--- src/rtl/apb_master_arb.sv ---
// Two-requester APB master: round-robin arbitration, one SETUP/ACCESS transfer per
// grant, read data or timeout error returned to the winning port.
module apb_master_arb #(
  parameter int ADDR_W  = 32,
  parameter int DATA_W  = 32,
  parameter int TIMEOUT = 16
) (
  input  logic              pclk,
  input  logic              preset,
  input  logic              req0_valid,
  input  logic [ADDR_W-1:0] req0_addr,
  input  logic              req0_write,
  input  logic [DATA_W-1:0] req0_wdata,
  output logic              req0_ack,
  output logic              req0_done,
  output logic [DATA_W-1:0] req0_rdata,
  output logic              req0_err,
  input  logic              req1_valid,
  input  logic [ADDR_W-1:0] req1_addr,
  input  logic              req1_write,
  input  logic [DATA_W-1:0] req1_wdata,
  output logic              req1_ack,
  output logic              req1_done,
  output logic [DATA_W-1:0] req1_rdata,
  output logic              req1_err,
  output logic              psel,
  output logic              penable,
  output logic [ADDR_W-1:0] paddr,
  output logic              pwrite,
  output logic [DATA_W-1:0] pwdata,
  input  logic [DATA_W-1:0] prdata,
  input  logic              pready
);

  localparam int CNT_W = $clog2(TIMEOUT) + 1;

  typedef enum logic [1:0] {IDLE, SETUP, ACCESS} state_t;

  state_t              state_q, state_d;
  logic                owner_q, owner_d;
  logic                last_q, last_d;
  logic [CNT_W-1:0]    cnt_q, cnt_d;
  logic                psel_q, psel_d;
  logic                penable_q, penable_d;
  logic [ADDR_W-1:0]   paddr_q, paddr_d;
  logic                pwrite_q, pwrite_d;
  logic [DATA_W-1:0]   pwdata_q, pwdata_d;
  logic [1:0]          ack_q, ack_d;
  logic [1:0]          done_q, done_d;
  logic [1:0]          err_q, err_d;
  logic [DATA_W-1:0]   rdata0_q, rdata0_d;
  logic [DATA_W-1:0]   rdata1_q, rdata1_d;
  logic                win;

  always_comb begin
    state_d   = state_q;
    owner_d   = owner_q;
    last_d    = last_q;
    cnt_d     = cnt_q;
    psel_d    = psel_q;
    penable_d = penable_q;
    paddr_d   = paddr_q;
    pwrite_d  = pwrite_q;
    pwdata_d  = pwdata_q;
    ack_d     = 2'b00;
    done_d    = 2'b00;
    err_d     = 2'b00;
    rdata0_d  = rdata0_q;
    rdata1_d  = rdata1_q;
    // A tie goes to the port that did not win last; a lone request always wins.
    win       = (req0_valid && req1_valid) ? ~last_q : req1_valid;
    case (state_q)
      IDLE: begin
        psel_d    = 1'b0;
        penable_d = 1'b0;
        if (req0_valid || req1_valid) begin
          owner_d    = win;
          last_d     = win;
          ack_d[win] = 1'b1;
          paddr_d    = win ? req1_addr  : req0_addr;
          pwrite_d   = win ? req1_write : req0_write;
          pwdata_d   = win ? req1_wdata : req0_wdata;
          psel_d     = 1'b1;
          state_d    = SETUP;
        end
      end
      SETUP: begin
        cnt_d     = '0;
        penable_d = 1'b1;
        state_d   = ACCESS;
      end
      ACCESS: begin
        if (pready || (cnt_q == CNT_W'(TIMEOUT - 1))) begin
          done_d[owner_q] = 1'b1;
          err_d[owner_q]  = ~pready;
          if (owner_q) rdata1_d = (pready && !pwrite_q) ? prdata : '0;
          else         rdata0_d = (pready && !pwrite_q) ? prdata : '0;
          psel_d    = 1'b0;
          penable_d = 1'b0;
          state_d   = IDLE;
        end else begin
          cnt_d = cnt_q + 1'b1;
        end
      end
      default: state_d = IDLE;
    endcase
  end

  always_ff @(posedge pclk or negedge preset) begin
    if (!preset) begin
      state_q   <= IDLE;
      owner_q   <= 1'b0;
      last_q    <= 1'b1;
      cnt_q     <= '0;
      psel_q    <= 1'b0;
      penable_q <= 1'b0;
      paddr_q   <= '0;
      pwrite_q  <= 1'b0;
      pwdata_q  <= '0;
      ack_q     <= 2'b00;
      done_q    <= 2'b00;
      err_q     <= 2'b00;
      rdata0_q  <= '0;
      rdata1_q  <= '0;
    end else begin
      state_q   <= state_d;
      owner_q   <= owner_d;
      last_q    <= last_d;
      cnt_q     <= cnt_d;
      psel_q    <= psel_d;
      penable_q <= penable_d;
      paddr_q   <= paddr_d;
      pwrite_q  <= pwrite_d;
      pwdata_q  <= pwdata_d;
      ack_q     <= ack_d;
      done_q    <= done_d;
      err_q     <= err_d;
      rdata0_q  <= rdata0_d;
      rdata1_q  <= rdata1_d;
    end
  end

  assign psel       = psel_q;
  assign penable    = penable_q;
  assign paddr      = paddr_q;
  assign pwrite     = pwrite_q;
  assign pwdata     = pwdata_q;
  assign req0_ack   = ack_q[0];
  assign req1_ack   = ack_q[1];
  assign req0_done  = done_q[0];
  assign req1_done  = done_q[1];
  assign req0_err   = err_q[0];
  assign req1_err   = err_q[1];
  assign req0_rdata = rdata0_q;
  assign req1_rdata = rdata1_q;

endmodule

--- config.mk ---
export PLATFORM = sky130hd
export DESIGN_NAME = apb_master_arb
export DESIGN_NICKNAME = d
export VERILOG_FILES = /design/src/rtl/apb_master_arb.sv
export SDC_FILE = /design/constraint.sdc
export NUM_CORES = 1
export LEC_CHECK = 0
export CORE_MARGIN = 10
export CORE_UTILIZATION = 37
export CTS_CLUSTER_DIAMETER = 60
export CTS_CLUSTER_SIZE = 40
export DETAILED_ROUTE_END_ITERATION = 10
export GPL_ROUTABILITY_DRIVEN = 0
export PLACE_DENSITY = 0.82
export SYNTH_ARGS = -nofsm -noshare
export SYNTH_HDL_FRONTEND = slang
export SYNTH_SLANG_ARGS = --single-unit
--- constraint.sdc ---
create_clock -name pclk -period 2.4 [get_ports pclk]
set_clock_uncertainty 0.1 [all_clocks]
set_input_delay 0.36 -clock pclk [delete_from_list [all_inputs] [get_ports pclk]]
set_output_delay 0.36 -clock pclk [all_outputs]
set_load 0.03 [all_outputs]
Word-level counts from Yosys, hierarchy flattened:

Cells that the tools add are included.
Widths: inputs -> output; s select.

* bits of input ports: 167
* word-level logic and storage cells: 71
* bits in registers: 146
* output and inout bits: 137

* bitwise gates (word level): 4
* $lt $le $gt $ge: 4
* multiplexer cells: 24
* reductions and logical operators: 18
* add/sub/neg operators: 1
* equal/unequal tests: 6

Operator list (count)
* $mux 32: 3
* $mux 2: 8
* $pmux 5 s2: 1
* $reduce_and 2->1: 5
* $mux 1: 6
* $ne 2x2->1 const B: 3
* $pmux 2 s3: 1
* $reduce_and 3->1: 2
* $add 5x1->5 const B: 1
* $eq 5x4->1 const B: 1
* $mux 5: 1
* $logic_and 1x1->1: 4
* $lt 1x2->1 const B: 2
* $reduce_bool 2->1: 2
* $not 1->1: 3
* $pmux 1 s3: 1
* $reduce_bool 3->1: 1
* $and 2x2->2: 1
* $demux 1 s1: 2
* $eq 2x1->1 const B: 1
* $eq 2x2->1 const B: 1
* $ge 1x1->1 const B: 2
* $logic_not 2->1: 1
* $logic_or 1x1->1: 2
* 2 further kinds: 2

Depth between registers and ports, before layout:

* depth after elaboration: 8
* gate-level depth with buffers: 7
* depth with buffers taken out: 6

Least setup slack after synthesis:

Ideal clock, no wire load.

* path type: register to register
* from: register cnt_q[0]
* to: register rdata0_q[4], in the netlist req0_rdata[4]
* clock period less this slack: 2.251 ns
* data required time: 2.172 ns
* cell stages (with the launch flop): 8
* data arrival time: 2.023 ns
* path buffers: 1
* library setup time: 0.128 ns
* setup slack: 0.149 ns
* cell sequence: dfrtp_1 -> ha_1 -> and3_1 -> ha_1 -> nor2_1 -> nor3_4 -> buf_2 -> mux2_1

* cells in the longest elaborated chain, start to end: 3

Ends and longest elaborated chain
* start, declared: RTL line 42 `logic [CNT_W-1:0] cnt_q, cnt_d;`
* start signal, assigned: RTL line 129 `cnt_q <= cnt_d;`
* $eq 5x4->1: RTL line 93 `if (pready || (cnt_q == CNT_W'(TIMEOUT - 1))) begin`
* $logic_or 1x1->1: RTL line 93
* $reduce_and 3->1 (no source line)
* end signal, assigned: RTL line 138 `rdata0_q <= rdata0_d;`
* end, declared: RTL line 51 `logic [DATA_W-1:0] rdata0_q, rdata0_d;`

No other way between the ends.
A chain may end at the register's enable or synchronous reset.

Worst setup path in the final report:

* from: register cnt_q[0]
* to: register rdata1_q[24], in the netlist req1_rdata[24]

* cells in the longest elaborated chain, start to end: 3

Ends and longest elaborated chain
* $eq 5x4->1: RTL line 93
* $logic_or 1x1->1: RTL line 93
* $reduce_and 3->1 (no source line)
* end signal, assigned: RTL line 139 `rdata1_q <= rdata1_d;`
* end, declared: RTL line 52 `logic [DATA_W-1:0] rdata1_q, rdata1_d;`

No other way between the ends.

==> results.py <==
metrics = {
    "outcome": {
        "status": "finished clean",
    },
    "global_routing": {
        "top_usage_layer": "met2",
        "grt_pass1_wl_mm": 30.70,
        "grt.met3_usage": 0.05907,
        "grt_overflow_total": 0,
        "grt_pass1_vias": 5599,
        "grtUsageMet2": 0.2972,
        "grt_usage": 0.1706,
        "grt_start_max_net_pins": 55,
        "grt_antenna_before_repair": 0,
        "grt_use_met1": 0.1896,
    },
    "floorplanning": {
        "die_height_um": 151.2,
        "ioPinCount": 304,
        "core_area_mm2": 0.01676,
        "start_util": 0.3802,
        "rows": 47,
        "dieArea_mm2": 0.02287,
        "die_w_um": 151.2,
    },
    "logic_synthesis": {
        "ys_top_cells_by_area": "dfrtp_1 57%, mux2_2 23%, a221o_1 5.0%",
        "ys_seq_elements": 146,
        "synth-main-ff-cell": "dfrtp_1",
        "synth_area_mm2": 0.006372,
        "synthArstFlopShare": 1.000,
        "yosys-top-cells-count": "145 x dfrtp_1, 130 x mux2_2, 34 x and3_1, 33 x and2_1, 32 x a221o_1",
        "syn_area_per_cell_um2": 14.13,
        "syn_inst": 451,
        "syn-num-nets": 620,
        "yosys_warnings": 0,
        "ys_seq_area_frac": 0.5735,
        "synth-edff-count": 0,
        "synth_top_area_share": 0.5694,
        "synth_largest_area_cell": "dfrtp_1",
        "ys_types": 37,
        "yosys.cell_count.top_type": "dfrtp_1",
    },
    "finish": {
        "fin_nets": 932,
        "drive_above_1_share": 0.2432,
        "multi_input_area_mm2": 0.002550,
        "antenna_cells": 0,
        "syn_to_final_growth_pct": 62.64,
        "nFillCells": 1285,
        "ff_latch_area_mm2": 0.003655,
        "fin_util": 0.6184,
    },
    "clock_network": {
        "cts_made_buffers": 17,
        "clk_pin_slew_worst_paths_ns": 0.06,
        "cts.sinks": 146,
        "cts_tree": "built",
        "cts_htree_levels": 4,
        "insertion_delay_ns": 0.40,
        "clock-root-buffer": "clkbuf_16",
        "clk_path_buf_depth": 2,
    },
    "sta": {
        "hold_viol_final": 0,
        "slew_viol_final": 0,
        "fin_crit_sh": 0.9587,
        "tightest_slew_ns": 1.102,
        "min_period_ns": 2.301,
        "slew_headroom": 0.2620,
        "setup_viol": 0,
        "holdWs_ns": 0.3877,
        "clock.fmax_ghz": 0.4346,
    },
    "route": {
        "post_drt_wl_per_cell_um": 20.66,
        "antenna_left": 0,
        "vias_per_cell": 5.085,
        "totalWireLength_mm": 20.52,
        "drc_errors": 0,
        "drt_iter0_drc": 198,
        "num_vias": 5049,
        "first_pass_iters": 4,
    },
    "setup_path": {
        "worstSetupPathType": "reg2reg",
        "path_cells": "ha_2, and3_1, ha_1, nor2_1, buf_4, nor3b_4, buf_4, buf_12, mux2_2",
        "r2r_slack_ns": 0.1,
        "cp_max_fo": 17,
        "crit_top_cell": "buf_4",
        "regToRegEndpoint": "req1_rdata[24]",
        "cp_slowest_cell": "dfrtp_1",
        "crit_start": "cnt_q[0]",
        "r2r-start": "cnt_q[0]",
        "crit_arrival_ns": 2.48,
        "required_ns": 2.58,
        "crit_path_end_kind": "flip-flop",
        "reg2reg_depth": 9,
        "cpPeakStageDelay_ns": 0.41,
        "path_buf_inv": 3,
        "start_kind": "flip-flop",
        "path_delay_family": "buffers and inverters",
    },
    "power_and_ir_drop": {
        "ir_drop_mv": 0.7458,
        "leakage_nw": 4.521,
        "powerDensity_mw_per_mm2": 1326,
    },
    "min_path": {
        "hold_class": "in2async",
    },
    "run": {
        "maxCapViolCount": 0,
    },
    "place": {
        "hpwlAfterDp_mm": 15.51,
        "port_buffers": 303,
    },
}
-- how the worst max path moves through the flow --
stage                                 to  cells past startpoint
after floorplan            req0_rdata[4]                      7
after global placement     req1_rdata[0]                      4
after detailed placement  req0_rdata[17]                      4
after CTS                 req1_rdata[24]                      8
after global routing      req1_rdata[29]                      9
final                     req1_rdata[24]                      9
-- logic make-up after synthesis --
| logic type | count (synthesis) | synth area share |
|---|---|---|
| fa+ha+maj | 2 | 0.003926 |
| mux | 131 | 0.2315 |
| compound gates | 48 | 0.07010 |
| buf+inv | 35 | 0.02827 |
| flops | 146 | 0.5735 |
| simple gates | 89 | 0.09268 |
-- cells in the final DEF (no fill, tap or decap), drive strengths merged, types with 2 or more instances in the layout --
cell	instances
dfrtp	145
nor4b	2
a21o	3
nor3	2
o2bb2ai	3
and2	33
a21oi	4
clkinv	2
clkinvlp	2
and3	34
mux2	131
ha	2
nor4	2
inv	7
nor2b	3
buf	19
a221o	32
o21ai	2
nand2	3
nor3b	2
clkbuf	22
bufinv	2
nor2	5
clkdlybuf4s50	302
-- stage by stage --
step | total power [mW] | setup TNS (ns) | area [µm²] | setup WS (ns) | std cells
2_1_floorplan | 8.110 | 0 | 6372 | 0.1490 | 451
3_3_place_gp | 11.06 | 0 | 9743 | 0.05682 | 959
3_5_place_dp | 11.28 | -1.160 | 9743 | -0.04663 | 959
4_1_cts | 13.88 | 0 | 10310 | 0.07324 | 989
5_1_grt | 14.43 | -0.001972 | 10360 | -0.001972 | 993
6_report | 13.74 | 0 | 10360 | 0.09915 | 993
-- cell type report --
| type | count | area share |
|---|---|---|
| repair buffers | 323 | 0.3192 |
| flip-flops and latches | 146 | 0.3527 |
| well taps | 220 | 0.02656 |
| clock buffers | 21 | 0.04346 |
| clock inverters | 8 | 0.01026 |
| multi-input cells | 270 | 0.2460 |
| inverters | 5 | 0.001811 |
-- power by group --
| group | total, mW | switching, mW | leakage (nW) | internal (mW) |
|---|---|---|---|---|
| registers | 4.15 | 0.628 | 1.86 | 3.52 |
| logic | 7.05 | 3.75 | 2.40 | 3.29 |
| clock network | 2.55 | 0.999 | 0.266 | 1.55 |
-- flip-flops by register name, indices dropped and copies added, names as in the netlist --
register    count
paddr          32
pwdata         32
req0_rdata     32
req1_rdata     32
cnt_q           5
ack_q           2
done_q          2
err_q           2
state_q         2
last_q          1
owner_q         1
penable         1
psel            1
pwrite          1
-- routing by layer --
layer | up-vias | wire length (µm)
li1 | 2285 | -
met1 | 2523 | 7634
met2 | 215 | 10720
met3 | 26 | 1723
met4 | 0 | 442
met5 | - | 0
-- what timing repair did --
action / in CTS / in global routing
buffers inserted: 0 / 2
endpoints found under the setup margin: 0 / 34
hold buffers: 1 / 0
hold endpoints to repair: 50 / 0
resized for setup: 0 / 1
Power figures use the tool's default switching activity.
